$ cat src/rtl/dsp48a1_slice.sv
// Spartan-6 style DSP slice: 18-bit pre-adder, 18x18 unsigned multiplier and 48-bit post-adder/accumulator.
// Each pipeline stage can be registered or bypassed by parameter; BCOUT/PCOUT chain into the next slice.

module dsp48a1_stage #(
  parameter int WIDTH = 18,
  parameter int REG   = 1
) (
  input  logic             clk,
  input  logic             rst_n,
  input  logic             ce,
  input  logic [WIDTH-1:0] d,
  output logic [WIDTH-1:0] q
);

  logic [WIDTH-1:0] q_r;

  // The flop is always described; when the stage is bypassed its output is unused and gets trimmed.
  always_ff @(posedge clk or negedge rst_n) begin
    if (!rst_n) begin
      q_r <= '0;
    end else if (ce) begin
      q_r <= d;
    end
  end

  assign q = (REG != 0) ? q_r : d;

endmodule

module dsp48a1_slice #(
  parameter int    A0REG       = 0,
  parameter int    A1REG       = 1,
  parameter int    B0REG       = 0,
  parameter int    B1REG       = 1,
  parameter int    CREG        = 1,
  parameter int    DREG        = 1,
  parameter int    MREG        = 1,
  parameter int    PREG        = 1,
  parameter int    CARRYINREG  = 1,
  parameter int    CARRYOUTREG = 1,
  parameter int    OPMODEREG   = 1,
  parameter string CARRYINSEL  = "OPMODE5",
  parameter string B_INPUT     = "DIRECT"
) (
  input  logic        clk,
  input  logic        rsta,
  input  logic        rstb,
  input  logic        rstc,
  input  logic        rstcarryin,
  input  logic        rstd,
  input  logic        rstm,
  input  logic        rstopmode,
  input  logic        rstp,
  input  logic        cea,
  input  logic        ceb,
  input  logic        cec,
  input  logic        cecarryin,
  input  logic        ced,
  input  logic        cem,
  input  logic        ceopmode,
  input  logic        cep,
  input  logic [17:0] a,
  input  logic [17:0] b,
  input  logic [17:0] d,
  input  logic [47:0] c,
  input  logic        carryin,
  input  logic [7:0]  opmode,
  input  logic [17:0] bcin,
  input  logic [47:0] pcin,
  output logic [35:0] m,
  output logic [47:0] p,
  output logic        carryout,
  output logic        carryoutf,
  output logic [17:0] bcout,
  output logic [47:0] pcout
);

  localparam bit B_DIRECT  = (B_INPUT == "DIRECT");
  localparam bit B_CASCADE = (B_INPUT == "CASCADE");
  localparam bit CIN_OP5   = (CARRYINSEL == "OPMODE5");
  localparam bit CIN_PORT  = (CARRYINSEL == "CARRYIN");

  logic [17:0] d_q, b0_src, b0_q, a0_q, b1_in, b1_q, a1_q;
  logic [47:0] c_q, x_mux, z_mux, p_q;
  logic [7:0]  op_q;
  logic [35:0] m_in, m_q;
  logic        cin_sel, cyi_q, co_q;
  logic [48:0] post_sum;

  assign b0_src = B_DIRECT ? b : (B_CASCADE ? bcin : 18'd0);

  dsp48a1_stage #(.WIDTH(18), .REG(DREG))      u_dreg  (.clk(clk), .rst_n(rstd),      .ce(ced),      .d(d),      .q(d_q));
  dsp48a1_stage #(.WIDTH(18), .REG(B0REG))     u_b0reg (.clk(clk), .rst_n(rstb),      .ce(ceb),      .d(b0_src), .q(b0_q));
  dsp48a1_stage #(.WIDTH(18), .REG(A0REG))     u_a0reg (.clk(clk), .rst_n(rsta),      .ce(cea),      .d(a),      .q(a0_q));
  dsp48a1_stage #(.WIDTH(48), .REG(CREG))      u_creg  (.clk(clk), .rst_n(rstc),      .ce(cec),      .d(c),      .q(c_q));
  dsp48a1_stage #(.WIDTH(8),  .REG(OPMODEREG)) u_opreg (.clk(clk), .rst_n(rstopmode), .ce(ceopmode), .d(opmode), .q(op_q));

  // Pre-adder works on the stage-1 D and B values and wraps within 18 bits.
  always_comb begin
    b1_in = b0_q;
    if (op_q[4]) begin
      b1_in = op_q[6] ? (d_q - b0_q) : (d_q + b0_q);
    end
  end

  dsp48a1_stage #(.WIDTH(18), .REG(B1REG)) u_b1reg (.clk(clk), .rst_n(rstb), .ce(ceb), .d(b1_in), .q(b1_q));
  dsp48a1_stage #(.WIDTH(18), .REG(A1REG)) u_a1reg (.clk(clk), .rst_n(rsta), .ce(cea), .d(a0_q),  .q(a1_q));

  assign m_in = {18'd0, a1_q} * {18'd0, b1_q};

  dsp48a1_stage #(.WIDTH(36), .REG(MREG)) u_mreg (.clk(clk), .rst_n(rstm), .ce(cem), .d(m_in), .q(m_q));

  assign cin_sel = CIN_OP5 ? op_q[5] : (CIN_PORT ? carryin : 1'b0);

  dsp48a1_stage #(.WIDTH(1), .REG(CARRYINREG)) u_cyireg (.clk(clk), .rst_n(rstcarryin), .ce(cecarryin), .d(cin_sel), .q(cyi_q));

  // X and Z operand selection; the P path feeds back the current result for accumulation.
  always_comb begin
    x_mux = 48'd0;
    case (op_q[1:0])
      2'b00: x_mux = 48'd0;
      2'b01: x_mux = {12'd0, m_q};
      2'b10: x_mux = p_q;
      2'b11: x_mux = {d_q[11:0], a1_q, b1_q};
      default: x_mux = 48'd0;
    endcase
  end

  always_comb begin
    z_mux = 48'd0;
    case (op_q[3:2])
      2'b00: z_mux = 48'd0;
      2'b01: z_mux = pcin;
      2'b10: z_mux = p_q;
      2'b11: z_mux = c_q;
      default: z_mux = 48'd0;
    endcase
  end

  // Bit 48 carries the add carry or the subtract borrow.
  always_comb begin
    post_sum = {1'b0, z_mux} + {1'b0, x_mux} + {48'd0, cyi_q};
    if (op_q[7]) begin
      post_sum = {1'b0, z_mux} - ({1'b0, x_mux} + {48'd0, cyi_q});
    end
  end

  dsp48a1_stage #(.WIDTH(48), .REG(PREG))        u_preg  (.clk(clk), .rst_n(rstp),       .ce(cep), .d(post_sum[47:0]), .q(p_q));
  dsp48a1_stage #(.WIDTH(1),  .REG(CARRYOUTREG)) u_coreg (.clk(clk), .rst_n(rstcarryin), .ce(cep), .d(post_sum[48]),   .q(co_q));

  assign m         = m_q;
  assign p         = p_q;
  assign pcout     = p_q;
  assign bcout     = b1_q;
  assign carryout  = co_q;
  assign carryoutf = co_q;

endmodule

$ cat config.mk
export PLATFORM = sky130hd
export DESIGN_NAME = dsp48a1_slice
export DESIGN_NICKNAME = d
export VERILOG_FILES = /design/src/rtl/dsp48a1_slice.sv
export SDC_FILE = /design/constraint.sdc
export NUM_CORES = 2
export LEC_CHECK = 0
export ABC_AREA = 1
export BUFFER_PORTS_ARGS = -buffer_cell sky130_fd_sc_hd__buf_2
export CORE_ASPECT_RATIO = 1.25
export CORE_UTILIZATION = 50
export DETAILED_ROUTE_END_ITERATION = 6
export PLACE_DENSITY_LB_ADDON = 0.1
export SYNTH_ARGS = -nofsm -noshare
export SYNTH_HDL_FRONTEND = slang
export SYNTH_SLANG_ARGS = --single-unit
$ cat constraint.sdc
create_clock -name clk -period 5.43 [get_ports clk]
set_input_delay 1.086 -clock clk [delete_from_list [all_inputs] [get_ports clk]]
set_output_delay 1.086 -clock clk [all_outputs]
set_load 0.01 [all_outputs]
## Word-level counts from Yosys, hierarchy flattened

Index checks and enable logic that the tools add are counted.
W data, S select, Z words.

| operators by class | value |
|---|---|
| reduce and logical (&&, ||, !) cells | 2 |
| $mul | 1 |
| mux-type cells | 5 |
| eq/ne operators | 6 |
| add/subtract/negate cells | 6 |

Operator list:

| kind | number |
|---|---|
| $pmux W48 S4 | 2 |
| $add A48 B1 Y49 | 1 |
| $add A48 B48 Y49 | 1 |
| $add A49 B1 Y49 | 1 |
| $mux W49 | 1 |
| $sub A48 B49 Y49 | 1 |
| $mul A18 B18 Y36 | 1 |
| $mux W18 | 2 |
| $add A18 B18 Y18 | 1 |
| $sub A18 B18 Y18 | 1 |
| $eq A2 B2 Y1 const B | 4 |
| $eq A2 B1 Y1 const B | 2 |
| $logic_not A2 Y1 | 2 |

| word-level totals | value |
|---|---|
| word-level logic and storage cells | 29 |
| register bits | 196 |
| input bits | 194 |

## Depth between registers and ports, before layout

| logic depth | value |
|---|---|
| depth in word-level cells | 5 |
| gate-level depth with buffers | 28 |
| mapped depth without buffers | 26 |

## Cells and area by module

A second synthesis with hierarchy kept.

| unflattened totals | value |
|---|---|
| cell total of the unflattened synthesis | 4841 |
| area total of the unflattened synthesis | 31482.7 um^2 |

By module, submodules not included:

| module | sequential area each (um^2) | cells each | times used | area an instance (um^2) |
|---|---|---|---|---|
| dsp48a1_slice | 0.0 | 3975 | 1 | 23665.2 |
| dsp48a1_stage at u_creg ... | 1201.2 | 203 | 2 | 1805.5 |
| dsp48a1_stage at u_a1reg ... | 450.4 | 76 | 3 | 710.7 |
| dsp48a1_stage at u_mreg | 900.9 | 152 | 1 | 1418.9 |
| dsp48a1_stage at u_opreg | 200.2 | 34 | 1 | 305.3 |
| dsp48a1_stage at u_a0reg ... | 0.0 | 18 | 2 | 135.1 |
| dsp48a1_stage at u_coreg ... | 25.0 | 5 | 2 | 40.0 |

## Least setup slack after synthesis

No wires, ideal clock.

| path | value |
|---|---|
| path kind | reg2reg |
| start | register u_b1reg.q_r[9] (netlist: u_b1reg.q[9]) |
| end | register u_mreg.q_r[35] (netlist: u_mreg.q[35]) |
| path slack | -0.206 ns |
| data arrival time | 5.502 ns |
| period minus slack after synthesis | 5.636 ns |
| cell stages (with the launch flop) | 25 |
| path through | dfrtp_1 clkbuf_1 clkbuf_1 nand2_1 fa_1 inv_1 fa_1 inv_1 fa_1 inv_1 fa_1 fa_1 inv_1 fa_1 inv_1 ha_1 a21oi_1 o21ai_0 a21oi_1 o21ai_0 nand3_1 nand2_1 or2_1 nand3_1 o21ai_0 |

| on the way | value |
|---|---|
| cells in the longest elaborated chain, start to end | 1 |

Ends and longest elaborated chain:

| element | RTL line | source |
|---|---|---|
| start, declared | 15 | `logic [WIDTH-1:0] q_r;` |
| start signal, assigned | 20 | `q_r <= '0;` |
| start signal, assigned | 22 | `q_r <= d;` |
| $mul A18 B18 Y36 | 109 | `assign m_in = {18'd0, a1_q} * {18'd0, b1_q};` |
| end signal, assigned | 20 |  |
| end signal, assigned | 22 |  |
| end, declared | 15 |  |

Every way passes these cells.
A chain may end at the register's enable or synchronous reset.

## Worst setup path in the final report

| path | value |
|---|---|
| start | register u_a1reg.q_r[13] (netlist: u_a1reg.q[13]) |
| end | register u_mreg.q_r[30] (netlist: u_mreg.q[30]) |

| on the way | value |
|---|---|
| cells in the longest elaborated chain, start to end | 1 |

Ends and longest elaborated chain:

| element | RTL line |
|---|---|
| start, declared | 15 |
| start signal, assigned | 20 |
| start signal, assigned | 22 |
| $mul A18 B18 Y36 | 109 |

Every way passes these cells.

==> impl_metrics.json <==
{
  "tightest_slew_ps": 1010,
  "cts_made_buffers": 17,
  "layout_min_cycle_time_ps": 5550,
  "arrival_ps": 5950,
  "grt_max_degree": 92,
  "setup_tns_ps": -596,
  "required_ps": 5830,
  "cts_max_path_buffers": 2,
  "start_util_pct": 50.5,
  "vias": 31400,
  "grtUsageTotal_pct": 40.1,
  "synth_cell_types": 51,
  "gp_congestion": 1.01,
  "cts_tree": "done",
  "final_cell_mix": "nand2_1, inv_1, buf_2",
  "ys_warn_count": 0,
  "synth_area_leader_cell": "fa_1",
  "critPathKind": "register to register",
  "violations": "DRC, setup timing",
  "hold_class": "input pin to async pin",
  "num_io_pins": 346,
  "layout_commonest_cell": "nand2_1",
  "cts_sinks": 196,
  "netlist_instances": 4622,
  "syn_avg_cell_area_um2": 6.62,
  "async_flop_share_pct": 100,
  "status": "complete, but fails checks",
  "final_cells": 5800,
  "slowest_delay_ps": 590,
  "io_buffers": 326,
  "maxSlewHeadroom_pct": 32.3,
  "grt_overflow": 0,
  "antenna_found_initial": 7,
  "place_inst": 5716,
  "synth_nets": 5344,
  "rsz0062_at_grt": "yes",
  "wl_per_cell_um": 21.4,
  "synth-seq-area-share_pct": 16.0,
  "timing.fmax_ghz": 0.180,
  "die-height_um": 279,
  "viasPerCell": 5.42,
  "synth_ff_type": "dfrtp_1",
  "synth-edff-count": 0,
  "min_period_over_period_pct": 102,
  "cp-start-kind": "register",
  "drc": 2,
  "grt_pass1_wl_um": 184000,
  "syn_to_final_growth_pct": 17.4,
  "fin_worst_skew_ps": 16.4,
  "clkTransAtPathRegs_ps": 90,
  "cp_cell_sequence": "buf_6, buf_12, buf_4, nand2_1, fa_1, fa_2, fa_1, inv_1, fa_2, fa_1, inv_1, fa_1, inv_1, ha_4, nand2_2, nor2_2, nand2_2, o21ai_4, a21o_1, nand2_2, nand2_1, nand2_1, nand3_2, nand2_1",
  "syn_area_um2": 30600,
  "firstDrtPassIters": 7,
  "die_w_um": 223,
  "finalHoldViolCount": 0,
  "synth_area_leaders": "fa_1, dfrtp_1, nand2_1, inv_1, ha_1",
  "maxCapViolations": 0,
  "cp-end-kind": "register",
  "yosysTopAreaCellShare_pct": 17.1,
  "drive_above_1_share_pct": 17.9,
  "hold_ws_ps": 412,
  "core_area_um2": 60700,
  "clk-insertion-delay-late_ps": 520,
  "report.final.slew_viol_count": 0,
  "crit_slowest_cell": "fa_2",
  "finalSetupViolations": 12,
  "rows": 101,
  "fin_nets": 5734,
  "critPathMaxFanout": 5,
  "dieArea_um2": 62200,
  "clock-root-buffer": "clkbuf_16",
  "grt_pass1_vias": 31000,
  "hpwl_um": 103000,
  "ys_ff_latch": 196,
  "totalWireLength_um": 124000,
  "cts_max_level": 4,
  "worst_slack_ps": -119,
  "drt_iter0_markers": 2333,
  "ant_nets": 0,
  "pre_cts_ws_ps": -353
}
-- state kept, by name, indices dropped and copies added (netlist names) --
register	flops
u_opreg.q	8
u_creg.q	48
u_b1reg.q	18
u_mreg.q	36
u_a1reg.q	18
u_cyireg.q	1
u_preg.q	48
u_coreg.q	1
u_dreg.q	18
-- stage by stage --
step | area (µm²) | utilization [%]
6_report | 35900 | 59.2
5_1_grt | 35900 | 59.2
4_1_cts | 35400 | 58.3
3_5_place_dp | 33900 | 55.8
3_3_place_gp | 33900 | 55.8
2_1_floorplan | 30700 | -
-- metal layers --
layer | part of all wire [%] | wire length (µm) | track usage (%)
met5 | 0 | 0 | 0
met1 | 39 | 47900 | 47.9
met3 | 5.7 | 7050 | 4.01
met2 | 48 | 59200 | 67.6
met4 | 8.1 | 10100 | 28.8
-- cell usage after synthesis (36+ instances only) --
library cell,number
ha_1,267
nand4_1,46
buf_4,50
xor2_1,40
nor2_1,247
inv_1,1071
o21ai_0,266
o22ai_1,36
nand3_1,188
clkbuf_1,112
dfrtp_1,196
nand2_1,1264
fa_1,261
a21oi_1,233
-- final timing paths --
check	to	slack (ps)	cells past startpoint	start
worst max-delay path	u_mreg.q[30]	-120	24	u_a1reg.q[13]
worst min register to register	u_creg.q[21]	520	1	u_creg.q[21]
worst min-delay path	u_coreg.q	410	1	rstcarryin
min in group clk	u_creg.q[21]	520	1	u_creg.q[21]
worst max register to register	u_mreg.q[30]	-120	24	u_a1reg.q[13]
max in group asynchronous	u_preg.q[45]	4100	2	rstp
-- cells by family (layout without fill, tap and decap cells) --
| kind of cell | Yosys count | count (layout) | share of synthesized area (%) |
|---|---|---|---|
| and+or+nand+nor | 1855 | 1855 | 24.8 |
| AOI/OAI and AO/OA | 700 | 700 | 12.9 |
| buffers and inverters | 1282 | 1685 | 16.4 |
| other | 0 | 3 | 0 |
| DFF | 196 | 196 | 16.0 |
| xor gates and xnor gates | 49 | 49 | 1.40 |
| adders and majority gates | 528 | 528 | 28.0 |
| muxes | 12 | 12 | 0.441 |
-- critical path, delay by kind of cell, from the launching register on --
family          cells  cell delay (ps)
simple gates        9              720
compound gates      2              470
flops               1              430
fa+ha+maj           7             3200
buf+inv             6              600
-- cell type report --
type	instances	area [µm²]
fill	6105	24700
multi-input combinational	3144	21500
sequential	196	4930
inverter	1083	4070
timing repair buffer	570	3830
tap	772	966
clock buffer	17	425
clock inverter	15	195
antenna	3	7.51
-- repair_timing --
action,in CTS,in global routing
pin swaps,81,92
setup buffers,39,18
endpoints found under the setup margin,20,22
hold buffers,0,0
endpoints found under the hold margin,0,0
gates resized for setup,151,152
Power is not shown: default switching activity piles up to over one toggle a cycle in this logic, so the estimate is an artifact.
